## src/rtl/draw_scheduler.sv

```systemverilog
// Draw-command scheduler: buffers circle/clear commands, launches the circle engine,
// sweeps the framebuffer for clears, watches for engine hangs and counts retired commands.
module draw_scheduler #(
  parameter int DEPTH_LOG2 = 2,
  parameter int FB_WORDS   = 76800,
  parameter int ADDR_W     = 17,
  parameter int TIMEOUT    = 65535
) (
  input  logic              clk,
  input  logic              rst,
  input  logic              cmd_valid,
  output logic              cmd_ready,
  input  logic              cmd_op,
  input  logic [9:0]        cmd_cx,
  input  logic [9:0]        cmd_cy,
  input  logic [8:0]        cmd_r,
  input  logic [11:0]       cmd_color,
  output logic              eng_start,
  output logic [9:0]        eng_cx,
  output logic [9:0]        eng_cy,
  output logic [8:0]        eng_r,
  output logic [11:0]       eng_color,
  input  logic              eng_done,
  output logic              fb_we,
  output logic [ADDR_W-1:0] fb_addr,
  output logic [11:0]       fb_data,
  output logic              idle,
  output logic              err,
  output logic [15:0]       done_cnt
);

  localparam int DEPTH = 1 << DEPTH_LOG2;
  localparam int CMD_W = 42;
  localparam int WD_W  = $clog2(TIMEOUT + 1);

  // state  | meaning
  // IDLE   | waiting for a queued command; pops the head when one is present
  // LAUNCH | single-cycle eng_start pulse, watchdog reloaded
  // WAIT   | circle engine busy; leaves on eng_done or watchdog expiry
  // CLEAR  | writing the fill colour to one framebuffer word per cycle
  typedef enum logic [1:0] {S_IDLE, S_LAUNCH, S_WAIT, S_CLEAR} state_t;

  state_t                state;
  logic [CMD_W-1:0]      mem [DEPTH];
  logic [DEPTH_LOG2-1:0] wr_ptr;
  logic [DEPTH_LOG2-1:0] rd_ptr;
  logic [DEPTH_LOG2:0]   count;
  logic                  full;
  logic                  empty;
  logic                  push;
  logic                  pop;
  logic [CMD_W-1:0]      head;
  logic                  head_op;
  logic [9:0]            head_cx;
  logic [9:0]            head_cy;
  logic [8:0]            head_r;
  logic [11:0]           head_color;
  logic [WD_W-1:0]       wd_cnt;

  assign full      = (count == (DEPTH_LOG2 + 1)'(DEPTH));
  assign empty     = (count == '0);
  assign cmd_ready = !full;
  assign push      = cmd_valid && !full;
  assign pop       = (state == S_IDLE) && !empty;
  assign idle      = (state == S_IDLE) && empty;

  assign head       = mem[rd_ptr];
  assign head_op    = head[41];
  assign head_cx    = head[40:31];
  assign head_cy    = head[30:21];
  assign head_r     = head[20:12];
  assign head_color = head[11:0];

  // Storage needs no reset: an entry is only read once count says it was written.
  always_ff @(posedge clk) begin
    if (push) mem[wr_ptr] <= {cmd_op, cmd_cx, cmd_cy, cmd_r, cmd_color};
  end

  always_ff @(posedge clk or posedge rst) begin
    if (rst) begin
      wr_ptr <= '0;
      rd_ptr <= '0;
      count  <= '0;
    end else begin
      if (push) wr_ptr <= wr_ptr + 1'b1;
      if (pop)  rd_ptr <= rd_ptr + 1'b1;
      case ({push, pop})
        2'b10:   count <= count + 1'b1;
        2'b01:   count <= count - 1'b1;
        default: count <= count;
      endcase
    end
  end

  always_ff @(posedge clk or posedge rst) begin
    if (rst) begin
      state     <= S_IDLE;
      eng_start <= 1'b0;
      eng_cx    <= '0;
      eng_cy    <= '0;
      eng_r     <= '0;
      eng_color <= '0;
      fb_we     <= 1'b0;
      fb_addr   <= '0;
      fb_data   <= '0;
      err       <= 1'b0;
      done_cnt  <= '0;
      wd_cnt    <= '0;
    end else begin
      eng_start <= 1'b0;
      case (state)
        S_IDLE: begin
          if (!empty) begin
            if (head_op) begin
              state   <= S_CLEAR;
              fb_we   <= 1'b1;
              fb_addr <= '0;
              fb_data <= head_color;
            end else begin
              state     <= S_LAUNCH;
              eng_start <= 1'b1;
              eng_cx    <= head_cx;
              eng_cy    <= head_cy;
              eng_r     <= head_r;
              eng_color <= head_color;
            end
          end
        end
        S_LAUNCH: begin
          wd_cnt <= WD_W'(TIMEOUT - 1);
          state  <= S_WAIT;
        end
        S_WAIT: begin
          // Down-counter reaches zero on the TIMEOUT-th cycle without eng_done.
          if (eng_done) begin
            done_cnt <= done_cnt + 1'b1;
            state    <= S_IDLE;
          end else if (wd_cnt == '0) begin
            err      <= 1'b1;
            done_cnt <= done_cnt + 1'b1;
            state    <= S_IDLE;
          end else begin
            wd_cnt <= wd_cnt - 1'b1;
          end
        end
        S_CLEAR: begin
          if (fb_addr == ADDR_W'(FB_WORDS - 1)) begin
            fb_we    <= 1'b0;
            done_cnt <= done_cnt + 1'b1;
            state    <= S_IDLE;
          end else begin
            fb_addr <= fb_addr + 1'b1;
          end
        end
        default: state <= S_IDLE;
      endcase
    end
  end

endmodule
```

## config.mk

```make
export PLATFORM = sky130hd
export DESIGN_NAME = draw_scheduler
export DESIGN_NICKNAME = d
export VERILOG_FILES = /design/src/rtl/draw_scheduler.sv
export SDC_FILE = /design/constraint.sdc
export NUM_CORES = 1
export LEC_CHECK = 0
export BUFFER_PORTS_ARGS = -buffer_cell sky130_fd_sc_hd__buf_2
export CAP_MARGIN = 20
export CORE_ASPECT_RATIO = 1.5
export CORE_MARGIN = 8
export CORE_UTILIZATION = 53
export CTS_BUF_LIST = sky130_fd_sc_hd__clkbuf_2
export CTS_CLUSTER_DIAMETER = 80
export DETAILED_ROUTE_END_ITERATION = 7
export GPL_ROUTABILITY_DRIVEN = 0
export PLACE_DENSITY = 0.74
export SLEW_MARGIN = 20
export SYNTH_ARGS = -nofsm -noshare
export SYNTH_HDL_FRONTEND = slang
export SYNTH_SLANG_ARGS = --single-unit
export TNS_END_PERCENT = 10
```

## constraint.sdc

```tcl
create_clock -name clk -period 9.25 [get_ports clk]
set_clock_uncertainty 0.05 [all_clocks]
set_input_delay 0.925 -clock clk [delete_from_list [all_inputs] [get_ports clk]]
set_output_delay 0.925 -clock clk [all_outputs]
set_load 0.03 [all_outputs]
```

* Word-level counts from Yosys, hierarchy flattened *
Memory sizes are Yosys's and may differ from the RTL's.
Cells that the tools add are included.

cells by class
  bitwise operators = 3
  equality and inequality tests = 14
  $add $sub $neg = 7
  muxes and demuxes = 27
  reduce and logical (&&, ||, !) cells = 20

operators with widths
  kind                                                                  count
  16-bit 2-to-1 mux                                                     5
  16-bit case mux with 2 select lines                                   2
  17-bit 2-to-1 mux                                                     3
  17-bit case mux with 2 select lines                                   1
  3-bit AND reduction                                                   6
  17-bit by 1-bit adder with 17-bit output, second input constant       1
  17-bit == test, second input constant                                 1
  16-bit by 1-bit adder with 16-bit output, second input constant       1
  16-bit logical NOT                                                    1
  16-bit by 1-bit subtractor with 16-bit output, second input constant  1
  2-bit inequality test, second input constant                          6
  2-bit 2-to-1 mux                                                      5
  1-bit 2-to-1 mux                                                      8
  2-bit case mux with 4 select lines                                    1
  4-bit AND reduction                                                   2
  2-bit nonzero test                                                    4
  2-bit == test, second input constant                                  3
  3-bit case mux with 2 select lines                                    1
  2-bit by 1-bit adder with 2-bit output, second input constant         2
  2-bit by 1-bit == test with 1-bit output, second input constant       2
  3-bit by 1-bit adder with 3-bit output, second input constant         1
  3-bit == test, second input constant                                  1
  1-bit logical AND                                                     3
  3-bit logical NOT                                                     1
  other kinds (6)                                                       9

storage, ports and cells
  input port bits = 46
  output and inout bits = 91
  memory bits (writable) = 168
  memories kept = 1
  logic and storage cells = 87
  flip-flop bits (word level) = 114

memories
  name  words  bits a word  read ports  clocked after memory_dff  wr ports  line  text
  mem   4      42           1           0                         1         44    logic [CMD_W-1:0] mem [DEPTH];

* Longest topological paths before layout *
  word-level depth = 5
  depth in mapped cells = 10
  mapped depth without buffers = 10

* Worst setup path before layout *
Ideal clock, no wire load.

  path kind = reg2out
  from = register count[2]
  to = output port idle
  data required time = 8.275 ns
  stages on the path, launching flop included = 3
  slack = 6.818 ns
  data arrival time = 1.457 ns
  cells stage by stage = dfrtp_1 > or3_1 > nor3_1

on the way
  cells in the longest elaborated chain, start to end = 2

RTL lines
  element                   line  text
  start: declaration        47    logic [DEPTH_LOG2:0] count;
  start signal: assignment  88    2'b10: count <= count + 1'b1;
  start signal: assignment  89    2'b01: count <= count - 1'b1;
  start signal: assignment  90    default: count <= count;
  3-bit logical NOT         61    assign empty = (count == '0);
  1-bit logical AND         65    assign idle = (state == S_IDLE) && empty;
  end: declaration          27    output logic idle,

Every way passes these cells.

* Worst setup path in the final report *
Ends and elaborated chain as after synthesis.

==> impl_metrics.json <==
{
  "hold_viol": 0,
  "grt_overflow_total": 0,
  "io_buffers": 136,
  "cp-start-kind": "register",
  "clockBufferDepth": 3,
  "grt_max_degree": 65,
  "die_h_um": 194,
  "synthArstFlopShare_pct": 40.4,
  "cts_tree": "done",
  "core.rowCount": 65,
  "drt-wirelength-per-cell_um": 19.0,
  "start_util_pct": 53.6,
  "clkTransAtPathRegs_ps": 120,
  "fin_area_mm2": 0.0127,
  "ys_seq_area_share_pct": 70.2,
  "finalCritPeriodShare_pct": 33.2,
  "worstHoldPathType": "in2async",
  "path_cells": "or3_1 > nor3_1 > buf_2",
  "fmax_ghz": 0.325,
  "dr.pass1.iters": 4,
  "synth-edff-count": 168,
  "min_period_ps": 3070,
  "finalSetupTns_ps": 0,
  "cp_max_fo": 4,
  "worstPathArrival_ps": 2100,
  "nFillCells": 1629,
  "cts_resized": 0,
  "powerDensity_mw_per_mm2": 310,
  "routed_wirelength_um": 22300,
  "dr_total_vias": 6486,
  "track_usage_pct": 17.3,
  "cp_top_family": "simple AND/OR/NAND/NOR gates",
  "cts.sinks": 282,
  "crit_buf_inv": 1,
  "synthCells": 680,
  "critPathKind": "reg2out",
  "yosys_warnings": 0,
  "synth_nets": 735,
  "clockRootBuffer": "clkbuf_2",
  "syn-cell-area_mm2": 0.0113,
  "grt_first_pass_wirelength_um": 36300,
  "avgSynthCellArea_um2": 16.6,
  "synth_ff_type": "edfxtp_1",
  "synthDistinctLibCells": 51,
  "critPathMaxStageDelay_ps": 480,
  "layoutNonFillerInstCount": 1169,
  "numCtsBuffers": 59,
  "drc": 0,
  "clkLatencyLatePin_ps": 820,
  "routed_via_density": 5.55,
  "maxSlewHeadroom_pct": 27.6,
  "seqCellArea_mm2": 0.00790,
  "holdBufCountCts": 0,
  "power_leakage_nw": 5.06,
  "post-cts-setup-buffer-count": 0,
  "ant_nets": 0,
  "drive_above_1_share_pct": 38.4,
  "drt_iter0_markers": 306,
  "htreeDepth": 2,
  "dpl.hpwl_um": 14400,
  "dieArea_mm2": 0.0262,
  "placedInstanceArea_mm2": 0.0122,
  "dieWidth_um": 135,
  "endpoint_kind": "output port",
  "status": "finished, final reports clean",
  "antenna_found_initial": 5,
  "crit_required_ps": 8280,
  "worst_pin_slew_ps": 1090,
  "ys_ff_latch": 282,
  "ir_drop_uv": 178,
  "crit_slowest_cell": "or3_1",
  "utilization_pct": 60.8,
  "fp.coreArea_mm2": 0.0210,
  "fin_total_pwr_w": 0.00395,
  "area_growth_syn_to_layout_pct": 13.3,
  "dp_cells": 1057,
  "maxSlewViolCount": 0,
  "multi_input_area_mm2": 0.00321,
  "grt_setup_unrepaired": "false",
  "first_global_vias": 7190,
  "setup_viol": 0,
  "nNetsFinal": 905,
  "ios": 137,
  "max-cap-violations": 0
}
## synthesized netlist by cell type, drive strengths merged (8+ instances only)
cell | number | area share (%)
clkbuf | 16 | 0.53
nand3 | 22 | 0.98
xnor2 | 21 | 1.6
nor4 | 8 | 0.93
ha | 8 | 0.89
nand2 | 73 | 2.4
nand4 | 17 | 1.1
mux2 | 42 | 4.2
a21oi | 12 | 0.67
dfrtp | 114 | 25
xor2 | 20 | 1.6
nor3 | 13 | 0.77
buf | 13 | 0.56
inv | 14 | 0.47
and3 | 10 | 0.56
mux4 | 42 | 8.4
edfxtp | 168 | 45
nor2 | 20 | 0.69
## flip-flops by register name, indices dropped and copies added, names as in the netlist, 2 cells and up
register	flops
fb_addr	17
mem	168
wd_cnt	16
done_cnt	16
count	3
rd_ptr	2
eng_r	9
wr_ptr	2
eng_color	12
eng_cy	10
eng_cx	10
fb_data	12
state	2
## metal layers
layer	vias to the layer above	part of all wire [%]	track usage, %	routed length [um]
met4	6	2.0	6.61	450
met5	-	0.14	0	32
met3	44	6.8	4.59	1500
li1	2949	-	-	-
met1	3294	37	19.2	8220
met2	193	54	30.8	12100
## layout make-up
class,instances,area share [%]
Antenna cell,2,0.0393
Clock buffer,101,3.96
Clock inverter,9,0.343
Inverter,14,0.432
Multi-Input combinational cell,355,25.2
Sequential cell,282,62.0
Tap cell,268,2.63
Timing Repair Buffer,138,5.46
## stage by stage
stage	setup WS [ps]	hold WS, ps
6_report	6180	232
5_1_grt	5990	154
4_1_cts	6070	155
3_5_place_dp	6230	395
3_3_place_gp	6310	394
2_1_floorplan	5260	403
## layout by cell type, fill, tap and decap left out, types with 15 or more instances in the layout
cell,instances
buf_2,136
clkbuf_2,101
dfrtp_1,112
edfxtp_1,168
mux2_2,36
mux4_2,42
nand2_1,73
nand3_1,22
nand4_1,15
nor2_1,19
xnor2_1,21
xor2_1,20
## cells by family after synthesis
| group | share of synthesized area, % |
|---|---|
| buffers and inverters | 1.56 |
| muxes | 12.8 |
| AOI/OAI and AO/OA | 1.72 |
| and+or+nand+nor | 9.51 |
| adders and majority gates | 1.07 |
| xor gates and xnor gates | 3.19 |
| DFF | 70.2 |
## path summary, 6_finish.rpt
kind	start	to	slack (ps)	cells after the start
min in group clk	cmd_cy[0]	mem[3][21]	260	1
max in group asynchronous	rst	eng_color[10]	7760	3
worst max-delay path	count[2]	idle	6180	3
worst max register to register	rd_ptr[0]	eng_r[2]	6300	4
worst min register to register	err	err	410	1
worst min-delay path	rst	wd_cnt[15]	230	2
## worst reg2reg max path: stages (launching register included)
cell and delay (ps):
dfrtp_4 1030, mux4_2 680, nor2_4 130, buf_4 510, mux2_2 430
## power by group
group	internal, W	switching, W	leakage [nW]	total, W
clock	0.000284	0.000448	0.437	0.000732
sequential	0.00167	0.000265	2.88	0.00194
combinational	0.000521	0.000758	1.73	0.00128
total	0.00248	0.00147	5.06	0.00395
Note: power is estimated with default switching activity, not from simulation.
